==> config.mk <==
export PLATFORM = sky130hd
export DESIGN_NAME = serial_parity_tx
export DESIGN_NICKNAME = d
export VERILOG_FILES = /design/src/rtl/serial_parity_pkg.sv /design/src/rtl/serial_parity_tx.sv
export SDC_FILE = /design/constraint.sdc
export NUM_CORES = 1
export LEC_CHECK = 0
export ABC_CLOCK_PERIOD_IN_PS = 4200
export BUFFER_PORTS_ARGS = -buffer_cell sky130_fd_sc_hd__buf_2
export CORE_MARGIN = 2
export CORE_UTILIZATION = 45
export CTS_BUF_LIST = sky130_fd_sc_hd__clkbuf_4
export CTS_CLUSTER_DIAMETER = 150
export DETAILED_ROUTE_END_ITERATION = 16
export HOLD_SLACK_MARGIN = 0.05
export PLACE_DENSITY_LB_ADDON = 0.2
export SYNTH_ARGS = -nofsm -noshare
export SYNTH_HDL_FRONTEND = slang
export SYNTH_SLANG_ARGS = --single-unit
==> constraint.sdc <==
create_clock -name clk -period 4.2 [get_ports clk]
set_input_delay 0 -clock clk [delete_from_list [all_inputs] [get_ports clk]]
set_output_delay 0 -clock clk [all_outputs]
set_load 0.02 [all_outputs]
==> src/rtl/serial_parity_pkg.sv <==
// Shared types and helpers for the serial parity transmitter.
// Holds the FSM state encoding, parity-mode constants and counter sizing.
package serial_parity_pkg;

  typedef enum logic [1:0] {
    IDLE   = 2'd0,
    DATA   = 2'd1,
    PARITY = 2'd2
  } state_t;

  localparam int EVEN = 0;
  localparam int ODD  = 1;

  function automatic int cnt_w(input int data_w);
    return $clog2(data_w);
  endfunction

endpackage

==> src/rtl/serial_parity_tx.sv <==
// Parallel-to-serial transmitter: shifts a word out LSB first and appends one
// parity bit, streaming back-to-back frames when the producer keeps in_valid high.
module serial_parity_tx
  import serial_parity_pkg::*;
#(
  parameter int DATA_W     = 8,
  parameter bit ODD_PARITY = 1'b0
) (
  input  logic              clk,
  input  logic              rst_n,
  input  logic              in_valid,
  input  logic [DATA_W-1:0] in_data,
  output logic              in_ready,
  output logic              sout,
  output logic              sout_valid,
  output logic              sout_last,
  output logic              busy
);

  localparam int              CW       = cnt_w(DATA_W);
  localparam logic [CW-1:0]   CNT_LAST = CW'(DATA_W - 1);
  localparam logic            PAR_INIT = (int'(ODD_PARITY) == ODD) ? 1'b1 : 1'b0;

  state_t              state_q, state_d;
  logic [DATA_W-1:0]   shreg_q, shreg_d;
  logic [CW-1:0]       cnt_q, cnt_d;
  logic                acc_q, acc_d;
  logic                sout_q, sout_d;
  logic                sout_valid_q, sout_valid_d;
  logic                sout_last_q, sout_last_d;
  logic                busy_q, busy_d;
  logic                accept;

  // A new word may be taken while idle or during the parity bit, which keeps frames gapless.
  assign in_ready = (state_q != DATA);
  assign accept   = in_valid && in_ready;

  always_comb begin
    state_d = state_q;
    shreg_d = shreg_q;
    cnt_d   = cnt_q;
    acc_d   = acc_q;

    if (accept) begin
      shreg_d = in_data;
      cnt_d   = '0;
      acc_d   = PAR_INIT;
      state_d = DATA;
    end else begin
      case (state_q)
        DATA: begin
          acc_d   = acc_q ^ shreg_q[0];
          shreg_d = shreg_q >> 1;
          if (cnt_q == CNT_LAST) begin
            state_d = PARITY;
          end else begin
            cnt_d = cnt_q + 1'b1;
          end
        end
        PARITY:  state_d = IDLE;
        default: state_d = IDLE;
      endcase
    end

    // Outputs are registered, so they are derived from the next-state values.
    sout_d       = 1'b0;
    sout_valid_d = 1'b0;
    sout_last_d  = 1'b0;
    case (state_d)
      DATA: begin
        sout_d       = shreg_d[0];
        sout_valid_d = 1'b1;
      end
      PARITY: begin
        sout_d       = acc_d;
        sout_valid_d = 1'b1;
        sout_last_d  = 1'b1;
      end
      default: ;
    endcase
    busy_d = (state_d != IDLE);
  end

  always_ff @(posedge clk) begin
    if (!rst_n) begin
      state_q      <= IDLE;
      shreg_q      <= '0;
      cnt_q        <= '0;
      acc_q        <= 1'b0;
      sout_q       <= 1'b0;
      sout_valid_q <= 1'b0;
      sout_last_q  <= 1'b0;
      busy_q       <= 1'b0;
    end else begin
      state_q      <= state_d;
      shreg_q      <= shreg_d;
      cnt_q        <= cnt_d;
      acc_q        <= acc_d;
      sout_q       <= sout_d;
      sout_valid_q <= sout_valid_d;
      sout_last_q  <= sout_last_d;
      busy_q       <= busy_d;
    end
  end

  assign sout       = sout_q;
  assign sout_valid = sout_valid_q;
  assign sout_last  = sout_last_q;
  assign busy       = busy_q;

endmodule

==> results of run 1 <==
[power by group through the flow]
stage / clock [µW] / combinational, µW / sequential, µW
after floorplan: 0 / 34.6 / 193
after global placement: 0 / 49.6 / 191
after detailed placement: 0 / 50.1 / 191
final: 87.0 / 54.4 / 187
after CTS: 90.6 / 55.3 / 187
after global routing: 99.0 / 61.3 / 188
[layer usage]
metal / up-vias / wire length, µm
li1: 317 / -
met1: 259 / 617
met2: 12 / 576
met3: 2 / 47
met4: 0 / 12
met5: - / 0
[metrics by stage]
step	hold WS, ns	power, µW	utilization (%)
2_1_floorplan	0.118	227	-
3_3_place_gp	0.306	241	52.1
3_5_place_dp	0.308	241	52.1
4_1_cts	0.0512	333	57.9
5_1_grt	0.0717	349	57.9
6_report	0.0566	328	57.9
[Yosys cell counts]
library cell,number
nor2b_4,1
nor3b_2,1
mux2_4,1
nand2b_1,1
a211oi_1,9
xnor2_1,1
nand2_1,1
dfxtp_1,18
mux2i_1,8
nor2_1,10
buf_2,2
and3_1,1
clkbuf_1,1
mux2_1,1
and2_1,6
a32o_1,1
inv_2,2
a21oi_2,1
nor3_1,1
o21a_1,2
ha_1,5
inv_1,4
[how the worst max path moves through the flow]
stage / endpoint / startpoint
final: sout / cnt_q[0]
after global routing: sout / cnt_q[0]
after CTS: sout / cnt_q[0]
after detailed placement: sout / cnt_q[0]
after global placement: sout / cnt_q[0]
after floorplan: sout / cnt_q[0]
[cell type report]
class,count,area [µm²],area share (%)
multi-input cells,51,402,41.1
flip-flops and latches,18,360,36.9
repair buffers,22,145,14.9
well taps,17,21.3,2.18
inverters,6,22.5,2.30
clock buffers,3,22.5,2.30
clock inverters,1,3.75,0.384
[critical path, stage by stage (launching register included)]
cell and delay, ns:
dfxtp_1 0.34, ha_1 0.19, ha_1 0.20, nor3b_2 0.34, a21oi_2 0.10, ha_1 0.32
and2_1 0.16, a32o_1 0.26
[logic make-up after synthesis]
group | after synthesis
buffers and inverters | 9
xor gates and xnor gates | 1
adders and majority gates | 5
muxes | 10
DFF | 18
AOI/OAI and AO/OA | 13
and+or+nand+nor | 22
[what timing repair did]
item	CTS	global route
gates resized for setup	0	0
endpoints found under the hold margin	11	0
hold buffers	7	0
[sequential cells by signal, indices dropped and copies added, names as in the netlist]
signal      cells
acc_q           1
sout_last       1
sout            1
shreg_q         8
cnt_q           3
busy            1
state_q         2
sout_valid      1
==> impl_metrics.json, run 1 <==
{
  "core_mm2": 0.00169,
  "design_area_um2": 977,
  "grt_max_degree": 18,
  "synth_compound_area_share_pct": 12.7,
  "synthXorXnorAreaFrac_pct": 1.10,
  "synthesis.nets": 94,
  "clk_pin_slew_ns": 0.10,
  "netlist_area_um2": 798,
  "layout_common_cells": "18 x dfxtp_1, 15 x buf_2, 10 x nor2_1, 9 x a211oi_1, 8 x mux2i_1",
  "fin_nets": 118,
  "grt_pass1_wl_mm": 2.24,
  "clock_latency_ns": 0.29,
  "yosysUniqueCellTypes": 22,
  "synth.top_cell.area_share_pct": 45.1,
  "p_leak_uw": 0.000465,
  "setup_viol": 0,
  "min_period_over_period_pct": 47.7,
  "avgRoutedWirePerCell_um": 10.6,
  "fmax_mhz": 499,
  "relSlewSlack_pct": 75.9,
  "min_path_type": "input pin to register",
  "synth-seq-cells": 18,
  "dp_slack_ns": 2.21,
  "cts_max_level": 1,
  "worstHoldPathCells": 3,
  "fp.dieW_um": 46.1,
  "die_h_um": 46.1,
  "antenna_found_initial": 0,
  "rsz0062_at_grt": "false",
  "power.internal_uw": 243,
  "antenna_cells": 0,
  "final_antenna_net_count": 0,
  "slew_viol_final": 0,
  "worst_slack_ns": 2.20,
  "routed_wl_mm": 1.25,
  "dpl.hpwl_um": 894,
  "layout_commonest_cell": "dfxtp_1",
  "io_pins": 16,
  "viasPerCell": 5.00,
  "clock_power_share_pct": 26.5,
  "r2r_end": "sout",
  "p_switching_uw": 85.0,
  "vias": 590,
  "drive_gt1_share_pct": 23.8,
  "cts.sinks": 18,
  "cp_max_fo": 6,
  "grt_pass1_vias": 539,
  "hold_end": "shreg_q[6]",
  "rows": 15,
  "max-vdd-ir-drop_uv": 206,
  "synth_top_family_by_area": "simple AND/OR/NAND/NOR gates",
  "placed_cell_area_um2": 881,
  "grt_util_met3_pct": 4.71,
  "p_per_area_mw_per_mm2": 336,
  "worstHoldStart": "in_data[6]",
  "comb_power_share_pct": 16.6,
  "initial_core_util_pct": 47.3,
  "seq_area_frac_synth_pct": 45.1,
  "drc": 0,
  "synthTopCellsByArea": "dfxtp_1 45%, mux2i_1 10%, a211oi_1 8.5%, ha_1 7.8%, and2_1 4.7%",
  "grt.total_usage_pct": 15.3,
  "dr.pass1.iters": 2,
  "met2_usage_pct": 23.9,
  "reg2reg_depth": 7,
  "cts_setup_buffers": 0,
  "synthMuxAreaShare_pct": 13.3,
  "place.gp.congestion": 0.694,
  "tns_ns": 0,
  "grt.overflow.total": 0,
  "drv_cap": 0,
  "met1_usage_pct": 18.5,
  "clockBufferDepth": 2,
  "post-place-cells": 107,
  "die_area_mm2": 0.00213,
  "crit_arrival_ns": 2.20,
  "cts_root_buffer": "clkbuf_4",
  "r2r_slack_ns": 2.20,
  "hold_violations": 0,
  "cts_tree": "done",
  "synth_simple_gate_area_share_pct": 15.4,
  "post_synth.cell_area_avg_um2": 10.2,
  "numCtsBuffers": 3,
  "synthCells": 78,
  "finClkSkew_ns": 0.00663,
  "worst-endpoint-required_ns": 4.39,
  "status": "finished clean",
  "reg2reg_from": "cnt_q[0]",
  "sequentialPowerShare_pct": 56.9,
  "worst_setup_path_end_kind": "register",
  "netSwitchingFraction_pct": 25.9,
  "layout.cells.non_filler": 118,
  "syn_to_final_growth_pct": 22.4,
  "top_usage_layer": "met2",
  "startpoint_type": "register",
  "period_needed_ns": 2.00,
  "crit_type": "register to register",
  "port-buffer-count": 15,
  "drt-initial-drc-count": 4,
  "synthAdderAreaFrac_pct": 7.84,
  "worst_pin_slew_ns": 0.360,
  "synth_warnings": 0,
  "yosys.area.top_type": "dfxtp_1",
  "fillers": 149
}
Note: power is estimated with default switching activity, not from simulation.
==> inputs of run 2 (changes only) <==
--- a/config.mk
+++ b/config.mk
@@ -5,7 +5,8 @@
 export SDC_FILE = /design/constraint.sdc
 export NUM_CORES = 1
 export LEC_CHECK = 0
-export ABC_CLOCK_PERIOD_IN_PS = 4200
+export ABC_AREA = 1
+export ABC_CLOCK_PERIOD_IN_PS = 1700
 export BUFFER_PORTS_ARGS = -buffer_cell sky130_fd_sc_hd__buf_2
 export CORE_MARGIN = 2
 export CORE_UTILIZATION = 45
==> constraint.sdc (replaced) <==
create_clock -name clk -period 1.7 [get_ports clk]
set_input_delay 0 -clock clk [delete_from_list [all_inputs] [get_ports clk]]
set_output_delay 0 -clock clk [all_outputs]
set_load 0.02 [all_outputs]
==> run 2 against run 1 <==
  * Clock power rose by 130%
  * Clock skew is 0.0042 ns lower
  * Clock-buffer cell count is the same
  * Fmax rose by 23%
  * Register-to-register slack worse by 2.1 ns
  * Critical path type unchanged
  * Flip-flop and latch count did not move
  * Hold slack improved by 0.020 ns
  * Final area increased by 10%
  * First-iteration DRC count rose to 6.8 times the previous value
  * Synthesized cell count grew 45%
  * Combinational power rose to 2.9 times the previous value
==> impl_metrics.json, run 2 <==
{
  "status": "finished clean",
  "synthArstFlopShare_pct": 0,
  "layout_common_cells": "35 x nand2_1, 18 x inv_1, 16 x dfxtp_1, 15 x buf_2",
  "final_antenna_net_count": 0,
  "cts_tree": "done",
  "synthCells": 113,
  "path_common_cell": "nand2_1",
  "fin_nets": 160,
  "synth_edf_count": 0,
  "yosys.area.top_type": "dfxtp_1",
  "finalPower_uw": 816,
  "placed_cell_area_um2": 932,
  "dr.pass1.iters": 4,
  "synth_most_common_cell": "nand2_1",
  "fillers": 151,
  "tns_ns": 0,
  "core_mm2": 0.00175,
  "relSlewSlack_pct": 83.5,
  "synthTopCellsByArea": "dfxtp_1 43%, nand2_1 17%, inv_1 9.0%, ha_1 7.5%, nand3_1 6.0%",
  "vias": 759,
  "slowest_stage": "dlygate4sd3_1",
  "slew_viol_final": 0,
  "largest_reg_flops": 8,
  "grt.overflow.total": 0,
  "path_delay_family": "buffers and inverters",
  "grt.total_usage_pct": 17.0,
  "fp.dieW_um": 47.1,
  "drv_cap": 0,
  "worst_pin_slew_ns": 0.247,
  "max-vdd-ir-drop_uv": 505,
  "synthesis.nets": 129,
  "rows": 15,
  "hold_violations": 0,
  "grt_max_degree": 11,
  "cts_root_buffer": "clkbuf_4",
  "avgRoutedWirePerCell_um": 10.6,
  "routed_wl_mm": 1.77,
  "synth-seq-cells": 18,
  "numCtsBuffers": 3,
  "setup_viol": 0,
  "dpl.hpwl_mm": 1.19,
  "p_per_area_mw_per_mm2": 756,
  "cp_max_fo": 9,
  "synth.top_cell.area_share_pct": 43.0,
  "clk_pin_slew_ns": 0.10,
  "layout.cells.non_filler": 167,
  "clockBufferDepth": 2,
  "post_synth.cell_area_avg_um2": 7.41,
  "synth_warnings": 0,
  "min_period_over_period_pct": 95.5,
  "startpoint_type": "register",
  "worstPathCellList": "inv_2, nor2_4, buf_4, nand2_1, nand3_1, nand2_1, inv_1, dlygate4sd3_1",
  "drc": 0,
  "drive_gt1_share_pct": 22.5,
  "antenna_found_initial": 0,
  "final_util_pct": 61.9,
  "design_area_mm2": 0.00108,
  "r2r_slack_ns": 0.08,
  "cts_max_level": 1,
  "cts.sinks": 18,
  "critPathMaxStageDelay_ns": 0.53,
  "seq_area_frac_synth_pct": 43.0,
  "io_pins": 16,
  "clock_latency_ns": 0.28,
  "syn_to_final_growth_pct": 29.0,
  "top_register": "shreg_q",
  "post-place-cells": 152,
  "viasPerCell": 4.54,
  "crit_arrival_ns": 1.85,
  "drt-initial-drc-count": 27,
  "largestRegisters": "shreg_q: 8 flops, cnt_q: 3 flops, state_q: 2 flops",
  "crit_type": "register to register",
  "worst-endpoint-required_ns": 1.93,
  "min_path_type": "input pin to register",
  "netlist_area_um2": 837,
  "die_area_mm2": 0.00222,
  "period_needed_ns": 1.62,
  "crit_buf_inv": 4,
  "synth_common_cells": "37 x nand2_1, 20 x inv_1, 18 x dfxtp_1",
  "initial_core_util_pct": 48.0,
  "port-buffer-count": 15,
  "fmax_mhz": 616,
  "grt_pass1_vias": 663,
  "place.gp.congestion": 0.773,
  "worst_setup_path_end_kind": "register",
  "ys.flop_type": "dfxtp_1",
  "antenna_cells": 0,
  "yosysUniqueCellTypes": 16,
  "die_h_um": 47.1,
  "layout_commonest_cell": "nand2_1",
  "finClkSkew_ns": 0.00240,
  "p_leak_uw": 0.000579,
  "grt_pass1_wl_mm": 2.59
}
## run 2: stage by stage
stage / hold WS, ns / setup slack, ns
global placement: 0.254 / 0.132
floorplan: 0.147 / 0.191
detailed placement: 0.269 / 0.0293
CTS: 0.0633 / 0.0155
global route: 0.0778 / -0.0365
finish: 0.0769 / 0.0771
## run 2: metal layers
layer / GRT usage, % / wire length, µm / vias to the layer above
li1: - / - / 400
met1: 19.5 / 761 / 338
met2: 29.9 / 930 / 19
met3: 2.31 / 65 / 2
met4: 10.0 / 14 / 0
met5: 0 / 0 / -
## run 2: kinds of logic after synthesis
family	count (synthesis)	share of synthesized area, %
xor gates and xnor gates	1	1.05
adders and majority gates	5	7.47
and+or+nand+nor	60	32.9
DFF	18	43.0
buffers and inverters	23	11.7
AOI/OAI and AO/OA	6	3.89
## run 2: cell type report
cell class / count / area (µm²) / share of cell area, %
inverter: 21 / 78.8 / 7.30
multi-input combinational: 72 / 387 / 35.8
sequential: 18 / 363 / 33.6
tap: 25 / 31.3 / 2.90
timing repair buffer: 28 / 198 / 18.3
clock buffer: 3 / 22.5 / 2.09
## run 2: worst paths after layout
check | from | to | cells after the start
setup / recovery | state_q[0] | shreg_q[4] | 8
hold / removal | in_data[0] | shreg_q[0] | 4
setup reg to reg | state_q[0] | shreg_q[4] | 8
hold reg to reg | cnt_q[1] | cnt_q[1] | 2
## run 2: what timing repair did
action | CTS | global route
endpoints found under the hold margin | 10 | 0
hold buffers | 10 | 0
resized for setup | 0 | 7
endpoints found under the setup margin | 0 | 3
setup buffers | 0 | 2
## run 2: report_power, final
part | internal [µW] | switching, µW | total, µW
registers | 445 | 12.5 | 457
logic | 69.4 | 86.7 | 156
clock network | 82.2 | 120 | 203
total | 596 | 220 | 816
## run 2: tightest hold or removal path, delay by kind of cell
family / cells / cell delay, ns
buffers and inverters: 1 / 0.07
and+or+nand+nor: 3 / 0.25
==> inputs of run 3 (changes only) <==
--- a/config.mk
+++ b/config.mk
@@ -7,7 +7,7 @@
 export LEC_CHECK = 0
 export ABC_AREA = 1
 export ABC_CLOCK_PERIOD_IN_PS = 1700
-export BUFFER_PORTS_ARGS = -buffer_cell sky130_fd_sc_hd__buf_2
+export BUFFER_PORTS_ARGS = -buffer_cell sky130_fd_sc_hd__buf_4
 export CORE_MARGIN = 2
 export CORE_UTILIZATION = 45
 export CTS_BUF_LIST = sky130_fd_sc_hd__clkbuf_4
==> run 3 against run 2 <==
  * Clock skew about the same
  * Critical path type unchanged
  * Critical endpoint is now sout
  * Non-clock buffer count decreased by 3
  * Via count fell by 1.6%
==> impl_metrics.json, run 3 (synthesized netlist as in run 2, its figures left out) <==
{
  "hold_violations": 0,
  "rsz0062_at_grt": "false",
  "worst_pin_slew_ns": 0.250,
  "min_period_over_period_pct": 92.0,
  "fmax_mhz": 639,
  "largest_reg_flops": 8,
  "post-place-cells": 152,
  "tns_ns": 0,
  "rows": 15,
  "startpoint_type": "register",
  "fillers": 159,
  "grt_pass1_wl_mm": 2.53,
  "clock_latency_ns": 0.29,
  "drive_gt1_share_pct": 19.4,
  "cts.sinks": 18,
  "worstPathCellList": "ha_1, ha_1, inv_2, nand2_2, nand2_2, inv_1, ha_1, inv_1, nor2_1, nand2_1, a21oi_1",
  "grt_pass1_vias": 634,
  "grt_max_degree": 11,
  "die_area_mm2": 0.00222,
  "cts_tree": "done",
  "r2r_slack_ns": 0.14,
  "design_area_mm2": 0.00109,
  "layout_commonest_cell": "nand2_1",
  "drv_cap": 0,
  "largestRegisters": "shreg_q: 8 flops, cnt_q: 3 flops, state_q: 2 flops",
  "initial_core_util_pct": 48.0,
  "min_path_type": "input pin to register",
  "p_leak_uw": 0.000578,
  "cts_root_buffer": "clkbuf_4",
  "antenna_found_initial": 0,
  "layout_common_cells": "35 x nand2_1, 19 x inv_1, 17 x dfxtp_1, 16 x buf_4, 10 x nand3_1",
  "cts_max_level": 1,
  "r2r_end": "sout",
  "vias": 747,
  "io_pins": 16,
  "grt.overflow.total": 0,
  "port-buffer-count": 15,
  "reg2reg_from": "cnt_q[0]",
  "worstHoldPathCells": 4,
  "grt.total_usage_pct": 16.8,
  "crit_buf_inv": 3,
  "final_antenna_net_count": 0,
  "p_per_area_mw_per_mm2": 756,
  "reg2reg_depth": 11,
  "fp.dieW_um": 47.1,
  "worst-endpoint-required_ns": 1.89,
  "cp_max_fo": 4,
  "die_h_um": 47.1,
  "worstHoldStart": "in_data[0]",
  "critPathMaxStageDelay_ns": 0.34,
  "slew_viol_final": 0,
  "antenna_cells": 0,
  "path_delay_family": "adder cells",
  "finClkSkew_ns": 0.00206,
  "path_common_cell": "ha_1",
  "syn_to_final_growth_pct": 30.0,
  "clockBufferDepth": 2,
  "clk_pin_slew_ns": 0.10,
  "slowest_stage": "dfxtp_2",
  "max-vdd-ir-drop_uv": 403,
  "cts_setup_buffers": 0,
  "worst_setup_path_end_kind": "register",
  "place.gp.congestion": 0.802,
  "drt-initial-drc-count": 12,
  "period_needed_ns": 1.56,
  "setup_viol": 0,
  "dr.pass1.iters": 4,
  "layout.cells.non_filler": 164,
  "numCtsBuffers": 3,
  "dpl.hpwl_mm": 1.18,
  "core_mm2": 0.00175,
  "fin_nets": 157,
  "top_register": "shreg_q",
  "routed_wl_mm": 1.60,
  "crit_arrival_ns": 1.76,
  "viasPerCell": 4.55,
  "crit_type": "register to register",
  "drc": 0,
  "avgRoutedWirePerCell_um": 9.77,
  "status": "finished clean",
  "placed_cell_area_um2": 970,
  "relSlewSlack_pct": 83.3,
  "hold_end": "shreg_q[0]"
}
[run 3: cell types whose count changed in the layout (fill, tap and decap cells not counted), sizes merged]
cell	change
buf	-2
dlygate4sd3	-1
[run 3: worst max path at each step]
stage	to	slack, ns	from	cells past startpoint
2_1_floorplan	sout	0.19	cnt_q[0]	11
3_3_place_gp	sout	0.13	cnt_q[0]	11
3_5_place_dp	sout	0.05	cnt_q[0]	11
4_1_cts	sout	0.03	cnt_q[0]	11
5_1_grt	sout	0.02	cnt_q[0]	11
6_report	sout	0.14	cnt_q[0]	11
[run 3: timing repair]
item                                    in CTS  in global routing
hold buffers                                 9                  0
gates resized for setup                      0                  4
endpoints found under the hold margin       11                  0
endpoints found under the setup margin       0                  2
[run 3: through the flow]
| stage | setup slack, ns | power [µW] | hold WS [ns] | util [%] |
|---|---|---|---|---|
| final | 0.136 | 823 | 0.0664 | 62.4 |
| after CTS | 0.0275 | 833 | 0.0551 | 62.0 |
| after global placement | 0.134 | 603 | 0.264 | 55.6 |
| after detailed placement | 0.0543 | 605 | 0.267 | 55.6 |
| after global routing | 0.0177 | 863 | 0.0962 | 62.4 |
| after floorplan | 0.191 | 559 | 0.147 | - |
[run 3: area by class of cell]
cell class	instances	area, µm²	share of cell area, %
tap	25	31.3	2.87
sequential	18	362	33.2
timing repair buffer	25	210	19.3
multi-input combinational	72	384	35.3
clock buffer	3	22.5	2.07
inverter	21	78.8	7.24
[run 3: routing by layer]
metal | up-vias | routed length, µm | track usage [%]
met2 | 17 | 800 | 29.3
li1 | 393 | - | -
met5 | - | 0 | 0
met3 | 4 | 54 | 3.46
met4 | 0 | 32 | 11.7
met1 | 333 | 716 | 18.1
[run 3: power by group]
group,internal (µW),switching (µW)
Sequential,445,12.3
Clock,82.5,127
Combinational,72.0,84.0
[run 3: worst min-delay path, stage by stage]
cell      delay, ns
buf_4          0.07
nand3b_1       0.11
nand3_1        0.07
nor2_1         0.08
